File: config.mk
export PLATFORM = sky130hd
export DESIGN_NAME = shiftreg_loader_flat
export DESIGN_NICKNAME = d
export VERILOG_FILES = /design/src/rtl/srload_pkg.sv /design/src/rtl/shiftreg_loader_if.sv /design/src/rtl/srload_serializer.sv /design/src/rtl/shiftreg_loader.sv /design/src/flat_wrapper.sv
export SDC_FILE = /design/constraint.sdc
export NUM_CORES = 1
export LEC_CHECK = 0
export BUFFER_PORTS_ARGS = -buffer_cell sky130_fd_sc_hd__buf_2
export CAP_MARGIN = 20
export CORE_MARGIN = 3
export CORE_UTILIZATION = 60
export CTS_BUF_LIST = sky130_fd_sc_hd__clkbuf_8
export DETAILED_ROUTE_END_ITERATION = 10
export GPL_TIMING_DRIVEN = 0
export PLACE_DENSITY = 0.85
export SETUP_SLACK_MARGIN = 0.1
export SLEW_MARGIN = 20
export SYNTH_ARGS = -nofsm -noshare
export SYNTH_HDL_FRONTEND = slang
export SYNTH_HIERARCHICAL = 1
export SYNTH_SLANG_ARGS = --single-unit
File: constraint.sdc
create_clock -name CLK -period 5.4 [get_ports CLK]
set_input_delay 0.27 -clock CLK [delete_from_list [all_inputs] [get_ports CLK]]
set_output_delay 0.27 -clock CLK [all_outputs]
set_load 0.005 [all_outputs]
File: src/rtl/srload_pkg.sv
// srload_pkg: shared state encoding, default register sizes and width helpers for the serial loader
package srload_pkg;
  typedef enum logic [2:0] {IDLE, SH_STAT, LAT_STAT, SH_DYN, LAT_DYN, FIN} state_t;
  localparam int DEF_SIZESRSTAT = 88;
  localparam int DEF_SIZESRDYN = 16;
  localparam int DEF_CLKDIV = 4;
  function automatic int max2(input int a, input int b);
    return a > b ? a : b;
  endfunction
  function automatic int cw(input int n);
    return n > 1 ? $clog2(n) : 1;
  endfunction
endpackage

File: src/rtl/shiftreg_loader_if.sv
// shiftreg_loader_if: request/word inputs and serial/select/latch outputs of the loader
interface shiftreg_loader_if
  import srload_pkg::*;
#(
  parameter int SIZESRSTAT = DEF_SIZESRSTAT,
  parameter int SIZESRDYN = DEF_SIZESRDYN
);
  logic START;
  logic [SIZESRSTAT-1:0] STAT_WORD;
  logic [SIZESRDYN-1:0] DYN_WORD;
  logic SDATA;
  logic SHIFT;
  logic SELSTAT;
  logic SELDYN;
  logic LATCH_STAT;
  logic LATCH_DYN;
  logic BUSY;
  logic DONE;
  modport master (
    output START, STAT_WORD, DYN_WORD,
    input SDATA, SHIFT, SELSTAT, SELDYN, LATCH_STAT, LATCH_DYN, BUSY, DONE
  );
  modport slave (
    input START, STAT_WORD, DYN_WORD,
    output SDATA, SHIFT, SELSTAT, SELDYN, LATCH_STAT, LATCH_DYN, BUSY, DONE
  );
endinterface

File: src/rtl/srload_serializer.sv
// srload_serializer: parallel-in MSB-first serial-out with bit-period divider and shift strobe
module srload_serializer
  import srload_pkg::*;
#(
  parameter int W = 8,
  parameter int CLKDIV = 2,
  parameter int BW = cw(W)
) (
  input  logic          clk_i,
  input  logic          rst_n_i,
  input  logic          load_i,
  input  logic [W-1:0]  data_i,
  input  logic [BW-1:0] top_i,
  input  logic          en_i,
  output logic          sdata_o,
  output logic          shift_o,
  output logic          last_o
);
  localparam int DW = cw(CLKDIV);
  localparam logic [DW-1:0] DIV_END = DW'(CLKDIV - 1);
  localparam logic [DW-1:0] ONE_D = DW'(1);
  localparam logic [BW-1:0] ONE_B = BW'(1);
  logic [W-1:0] data_q, data_d;
  logic [BW-1:0] idx_q, idx_d;
  logic [DW-1:0] div_q, div_d;
  assign sdata_o = en_i & data_q[idx_q];
  assign shift_o = en_i & (div_q == DIV_END);
  assign last_o = shift_o & (idx_q == '0);
  // reload on a new phase, otherwise advance the divider and step the bit index on each strobe
  always_comb begin
    data_d = load_i ? data_i : data_q;
    idx_d = load_i ? top_i : (shift_o && idx_q != '0) ? idx_q - ONE_B : idx_q;
    div_d = load_i ? '0 : !en_i ? div_q : shift_o ? '0 : div_q + ONE_D;
  end
  // serializer state registers
  always_ff @(posedge clk_i) begin
    if (!rst_n_i) begin
      data_q <= '0;
      idx_q <= '0;
      div_q <= '0;
    end else begin
      data_q <= data_d;
      idx_q <= idx_d;
      div_q <= div_d;
    end
  end
endmodule

File: src/rtl/shiftreg_loader.sv
// shiftreg_loader: loads static then dynamic shift registers serially; SRLOAD_STAT_SKIP_EN skips an unchanged static word
module shiftreg_loader
  import srload_pkg::*;
#(
  parameter int SIZESRSTAT = DEF_SIZESRSTAT,
  parameter int SIZESRDYN = DEF_SIZESRDYN,
  parameter int CLKDIV = DEF_CLKDIV
) (
  input logic CLK,
  input logic RST_N,
  shiftreg_loader_if.slave bus
);
  localparam int MAXW = max2(SIZESRSTAT, SIZESRDYN);
  localparam int BW = cw(MAXW);
  localparam logic [BW-1:0] TOP_STAT = BW'(SIZESRSTAT - 1);
  localparam logic [BW-1:0] TOP_DYN = BW'(SIZESRDYN - 1);
  state_t state_q, state_d;
  logic [SIZESRDYN-1:0] dyn_q;
  logic ld, en, last, skip;
  logic [MAXW-1:0] ld_data;
  logic [BW-1:0] ld_top;
  logic accept;
  assign accept = state_q == IDLE && bus.START;
`ifdef SRLOAD_STAT_SKIP_EN
  logic [SIZESRSTAT-1:0] stat_q, kept_q;
  logic kept_v_q;
  assign skip = kept_v_q && bus.STAT_WORD == kept_q;
  // remember the static word once its latch has actually been pulsed
  always_ff @(posedge CLK) begin
    if (!RST_N) begin
      stat_q <= '0;
      kept_q <= '0;
      kept_v_q <= 1'b0;
    end else begin
      if (accept) stat_q <= bus.STAT_WORD;
      if (state_q == LAT_STAT) begin
        kept_q <= stat_q;
        kept_v_q <= 1'b1;
      end
    end
  end
`else
  assign skip = 1'b0;
`endif
  // state register
  always_ff @(posedge CLK) begin
    if (!RST_N) state_q <= IDLE;
    else state_q <= state_d;
  end
  // dynamic word shadow; the static word goes straight into the serializer at acceptance
  always_ff @(posedge CLK) begin
    if (!RST_N) dyn_q <= '0;
    else if (accept) dyn_q <= bus.DYN_WORD;
  end
  // next state and serializer reload selection
  always_comb begin
    state_d = state_q;
    ld = 1'b0;
    en = 1'b0;
    ld_data = MAXW'(bus.STAT_WORD);
    ld_top = TOP_STAT;
    case (state_q)
      IDLE: if (bus.START) begin
        ld = 1'b1;
        state_d = skip ? SH_DYN : SH_STAT;
        ld_data = skip ? MAXW'(bus.DYN_WORD) : MAXW'(bus.STAT_WORD);
        ld_top = skip ? TOP_DYN : TOP_STAT;
      end
      SH_STAT: begin
        en = 1'b1;
        state_d = last ? LAT_STAT : SH_STAT;
      end
      LAT_STAT: begin
        ld = 1'b1;
        ld_data = MAXW'(dyn_q);
        ld_top = TOP_DYN;
        state_d = SH_DYN;
      end
      SH_DYN: begin
        en = 1'b1;
        state_d = last ? LAT_DYN : SH_DYN;
      end
      LAT_DYN: state_d = FIN;
      FIN: state_d = IDLE;
      default: state_d = IDLE;
    endcase
  end
  srload_serializer #(.W(MAXW), .CLKDIV(CLKDIV), .BW(BW)) u_ser (
    .clk_i(CLK),
    .rst_n_i(RST_N),
    .load_i(ld),
    .data_i(ld_data),
    .top_i(ld_top),
    .en_i(en),
    .sdata_o(bus.SDATA),
    .shift_o(bus.SHIFT),
    .last_o(last)
  );
  assign bus.SELSTAT = state_q == SH_STAT || state_q == LAT_STAT;
  assign bus.SELDYN = state_q == SH_DYN || state_q == LAT_DYN;
  assign bus.LATCH_STAT = state_q == LAT_STAT;
  assign bus.LATCH_DYN = state_q == LAT_DYN;
  assign bus.BUSY = state_q != IDLE;
  assign bus.DONE = state_q == FIN;
endmodule

File: src/flat_wrapper.sv
// flat-port wrapper written by rule: the top's interface ports become plain ports
module shiftreg_loader_flat import srload_pkg::*;
#(
  parameter int SIZESRSTAT = DEF_SIZESRSTAT,
  parameter int SIZESRDYN = DEF_SIZESRDYN,
  parameter int CLKDIV = DEF_CLKDIV
)
  (CLK, RST_N, bus_START, bus_STAT_WORD, bus_DYN_WORD, bus_SDATA, bus_SHIFT, bus_SELSTAT, bus_SELDYN, bus_LATCH_STAT, bus_LATCH_DYN, bus_BUSY, bus_DONE);
  shiftreg_loader_if #(.SIZESRSTAT(SIZESRSTAT), .SIZESRDYN(SIZESRDYN)) bus_i ();
  input logic CLK;
  input logic RST_N;
  input wire logic [$bits(bus_i.START)-1:0] bus_START;
  input wire logic [$bits(bus_i.STAT_WORD)-1:0] bus_STAT_WORD;
  input wire logic [$bits(bus_i.DYN_WORD)-1:0] bus_DYN_WORD;
  output wire logic [$bits(bus_i.SDATA)-1:0] bus_SDATA;
  output wire logic [$bits(bus_i.SHIFT)-1:0] bus_SHIFT;
  output wire logic [$bits(bus_i.SELSTAT)-1:0] bus_SELSTAT;
  output wire logic [$bits(bus_i.SELDYN)-1:0] bus_SELDYN;
  output wire logic [$bits(bus_i.LATCH_STAT)-1:0] bus_LATCH_STAT;
  output wire logic [$bits(bus_i.LATCH_DYN)-1:0] bus_LATCH_DYN;
  output wire logic [$bits(bus_i.BUSY)-1:0] bus_BUSY;
  output wire logic [$bits(bus_i.DONE)-1:0] bus_DONE;
  assign bus_i.START = bus_START;
  assign bus_i.STAT_WORD = bus_STAT_WORD;
  assign bus_i.DYN_WORD = bus_DYN_WORD;
  assign bus_SDATA = bus_i.SDATA;
  assign bus_SHIFT = bus_i.SHIFT;
  assign bus_SELSTAT = bus_i.SELSTAT;
  assign bus_SELDYN = bus_i.SELDYN;
  assign bus_LATCH_STAT = bus_i.LATCH_STAT;
  assign bus_LATCH_DYN = bus_i.LATCH_DYN;
  assign bus_BUSY = bus_i.BUSY;
  assign bus_DONE = bus_i.DONE;
  shiftreg_loader #(.SIZESRSTAT(SIZESRSTAT), .SIZESRDYN(SIZESRDYN), .CLKDIV(CLKDIV)) u_core (.CLK(CLK), .RST_N(RST_N), .bus(bus_i));
endmodule
==> flow_summary.rst <==
.. list-table::
   :header-rows: 1

   * - Metric
     - Value
   * - Insertion delay of the later-clocked pin in the worst-skew pair
     - 0.43 ns
   * - Port-buffer cells
     - between 100 and 150
   * - Clock period minus final worst setup slack
     - 3.05 ns
   * - Layout Skew
     - about 0.012 ns
   * - Class of the most critical setup path
     - flip-flop to flip-flop
   * - Top cell type's share of synthesized area
     - 37.9%
   * - Die ar.
     - between 10000 and 15000 µm²
   * - Total clock buffers created by CTS
     - 17
   * - Switching component of the power
     - roughly 0.54 mW
   * - Async set-reset flop share out of synthesis
     - 0%
   * - Initial antenna violation count
     - 0
   * - Placement Cell Area
     - about 7000 µm²
   * - CTS clock-pin slew for the worst setup and hold paths
     - around 0.08 ns
   * - RSZ-0062 raised after global routing
     - no
   * - Vertical die dimension
     - roughly 110 µm
   * - Switching Share
     - between 20% and 30%
   * - DRT Pass-1 Iters
     - 5
   * - Post-synthesis instance total
     - ~600
   * - Worst hold path cell count
     - 3
   * - ANT cells
     - 0
   * - Portion of total power attributed to combinational logic
     - 14.9%
   * - Final core occ
     - 73.7%
   * - Share of synthesized area occupied by flip-flops and latches
     - 37.9%
   * - H-Tree Depth
     - 4
   * - Primary FF master, synth
     - dfxtp_1
   * - Wire length of the first global-routing pass
     - about 23000 µm
   * - Static leakage
     - 3.08 nW
   * - Crit. End Element
     - flip-flop
   * - Number of sinks driven by the clock tree
     - roughly 120
   * - Largest driver fanout on the critical path
     - 10
   * - Peak supply drop
     - roughly 190 µV
   * - Wire length per cell
     - around 16 µm
   * - Total global routing track utilization
     - roughly a quarter
   * - Fraction of final layout cells with drive strength greater than 1
     - between 20% and 30%
   * - Number of nets in the finished design
     - between 800 and 900
   * - Largest net degree at the start of global routing
     - 17
   * - Result of the run
     - completed
   * - YS warnings
     - 6
   * - Tightest Hold Check Type
     - input pin to flip-flop
   * - Hold Buf Count CTS
     - 0
   * - Count of endpoints failing setup in the final report
     - 0
   * - FMAX
     - between 300 and 400 MHz
   * - Effective utilization at floorplan
     - between 60 and 70%
   * - Mapped cell area
     - slightly above 6000 µm²
   * - Total of max-cap violations
     - 0
   * - Critical Path RT
     - approximately 5.8 ns
   * - Root Driver
     - clkbuf_8
   * - Internal Power
     - roughly 1.5 mW
   * - Final critical-path share of the clock period
     - between 50% and 60%
   * - ANT nets after route
     - 0
   * - Vias in the first global route
     - ~4800
   * - Max-slew violation count
     - 0
   * - Actual transition at the worst max-transition pin
     - roughly 0.95 ns
   * - Top cells by area, synth
     - dfxtp_1 (38%), mux2i_1 (18%), nor2b_1 (17%)
   * - Post-synthesis register bit count
     - 116
   * - Worst rel slew slack
     - a little over a third
   * - Vias after detailed routing
     - between 4000 and 5000
   * - Initial DRC count
     - 311
   * - R2R depth
     - 8
   * - Non-filler instance count after layout
     - roughly 880
   * - Final estimated routing congestion in global placement
     - roughly 0.84
   * - Critical Path AT
     - between 3 and 4 ns
   * - Share of total power in sequential cells
     - between 40% and 50%
   * - Category of the worst setup path launch point
     - flip-flop
   * - Cell variety after synth
     - 47
   * - Per-instance average area after synthesis
     - 10.2 µm²
   * - Final setup TNS
     - 0 ns
   * - Post-synth EDFFs
     - 0
   * - Total placed cells including tap cells
     - between 800 and 900
   * - # Post-CTS Setup Buffers
     - 0
   * - Cells resized by post-CTS repair
     - 0
   * - Cell type with the largest total area after synthesis
     - dfxtp_1
   * - TritonCTS clock tree
     - yes
   * - Pwr Density
     - between 200 and 300 nW/µm²
   * - Remaining routing DRC violations
     - 0
   * - Total length of routed wires
     - 14300 µm
   * - Number of standard-cell rows in the floorplan
     - 36
   * - Mean number of vias per cell
     - ~5.4
   * - IO Pins
     - 115
   * - Detailed Place HPWL
     - 10400 µm
   * - Finished Cell Area
     - between 7000 and 8000 µm²
   * - Hold violation total from the final report
     - 0
   * - Grt total ovfl
     - 0
   * - Die Span X
     - 107 µm
   * - Placeable core region
     - a little under 10000 µm²
   * - Hold Slack
     - slightly below 0.08 ns
   * - Area growth from synthesis to final layout
     - 18.6%
   * - Part of the power in the clock network
     - between 30% and 40%
   * - Number of buffers on the longest clock path
     - 2
==> Yosys cell counts, types with 3 or more instances <==
| master | n |
|---|---|
| nor2b_1 | 162 |
| dfxtp_1 | 116 |
| mux2i_1 | 112 |
| nand2_1 | 44 |
| clkbuf_1 | 24 |
| mux4_2 | 22 |
| mux2_2 | 16 |
| buf_1 | 9 |
| nor2_1 | 9 |
| buf_2 | 8 |
| inv_1 | 5 |
| nand2b_1 | 5 |
| a31oi_1 | 4 |
| buf_6 | 4 |
| o21ai_0 | 4 |
| xnor2_1 | 4 |
| a21oi_1 | 3 |
| and2_1 | 3 |
| ha_1 | 3 |
| nand3_1 | 3 |
| nor3_1 | 3 |
| o211a_1 | 3 |
| xor2_1 | 3 |
==> layer usage <==
layer / wire (µm) / track usage, %
met1: 6110 / 30.7
met2: 7020 / 43.3
met3: 808 / 6.26
met4: 314 / 8.77
met5: 0 / 0
==> cell usage in the layout (no fill, tap or decap), types with 4 or more instances in the layout <==
cell type	netlist	final
o21ai_0	4	4
nor2b_1	162	162
a31oi_1	4	4
nand2b_1	5	5
xnor2_1	4	4
nand2_1	44	44
nor2_1	9	9
clkinv_2	0	4
mux2i_1	112	112
mux4_2	22	22
buf_6	4	4
conb_1	2	4
clkbuf_8	0	17
mux2_2	16	16
buf_1	9	9
clkbuf_1	24	24
inv_1	5	7
buf_2	8	121
dfxtp_1	116	116
==> worst max-delay path, stage by stage (launching register included) <==
cell	delay, ns
dfxtp_1	0.35
buf_2	0.24
buf_2	0.26
inv_1	0.22
ha_1	0.19
or4b_4	0.48
nor4b_1	0.83
and4b_1	0.30
o21a_1	0.11
==> path summary, 6_finish.rpt <==
path	from	endpoint	slack [ns]
min	bus_DYN_WORD[1]	u_core/dyn_q[1]	0.08
max reg2reg	u_core/u_ser/idx_q[1]	u_core/state_q[2]	2.35
max	u_core/u_ser/idx_q[1]	u_core/state_q[2]	2.35
min reg2reg	u_core/dyn_q[6]	u_core/dyn_q[6]	0.46
==> metrics by stage <==
step	setup WS, ns	power [mW]
2_1_floorplan	3.03	1.17
3_3_place_gp	2.55	1.25
3_5_place_dp	2.46	1.26
4_1_cts	2.43	2.07
5_1_grt	2.30	2.14
6_report	2.35	2.06
==> cell families after synthesis <==
kind of cell               count (synthesis)  share of synthesized area (%)
DFF                                      116                           37.9
buffers and inverters                     53                           4.20
adders and majority gates                  3                          0.612
and+or+nand+nor                          244                           23.5
muxes                                    150                           29.3
AOI/OAI and AO/OA                         27                           3.37
xor gates and xnor gates                   7                           1.00
other                                      2                          0.122
==> registers in the layout, indices dropped and copies added (netlist names) <==
name and count:
u_core/u_ser/data_q 88, u_core/dyn_q 16, u_core/u_ser/idx_q 7, u_core/u_ser/div_q 2, u_core/state_q 3
==> final cells by class <==
class | count | area [µm²]
flip-flops and latches | 116 | 2320
plain buffers | 48 | 239
fillers | 720 | 2590
inverters | 5 | 18.8
well taps | 133 | 166
clock inverters | 15 | 166
repair buffers | 113 | 566
multi-input cells | 435 | 3560
clock buffers | 17 | 234
==> power groups by stage <==
stage	Clock [mW]	Combinational [mW]	Sequential (mW)
3_3_place_gp	0	0.293	0.954
2_1_floorplan	0	0.220	0.948
5_1_grt	0.863	0.336	0.946
3_5_place_dp	0	0.305	0.958
6_report	0.815	0.308	0.940
4_1_cts	0.825	0.307	0.939
No activity file was read; power rests on OpenSTA's default activity.
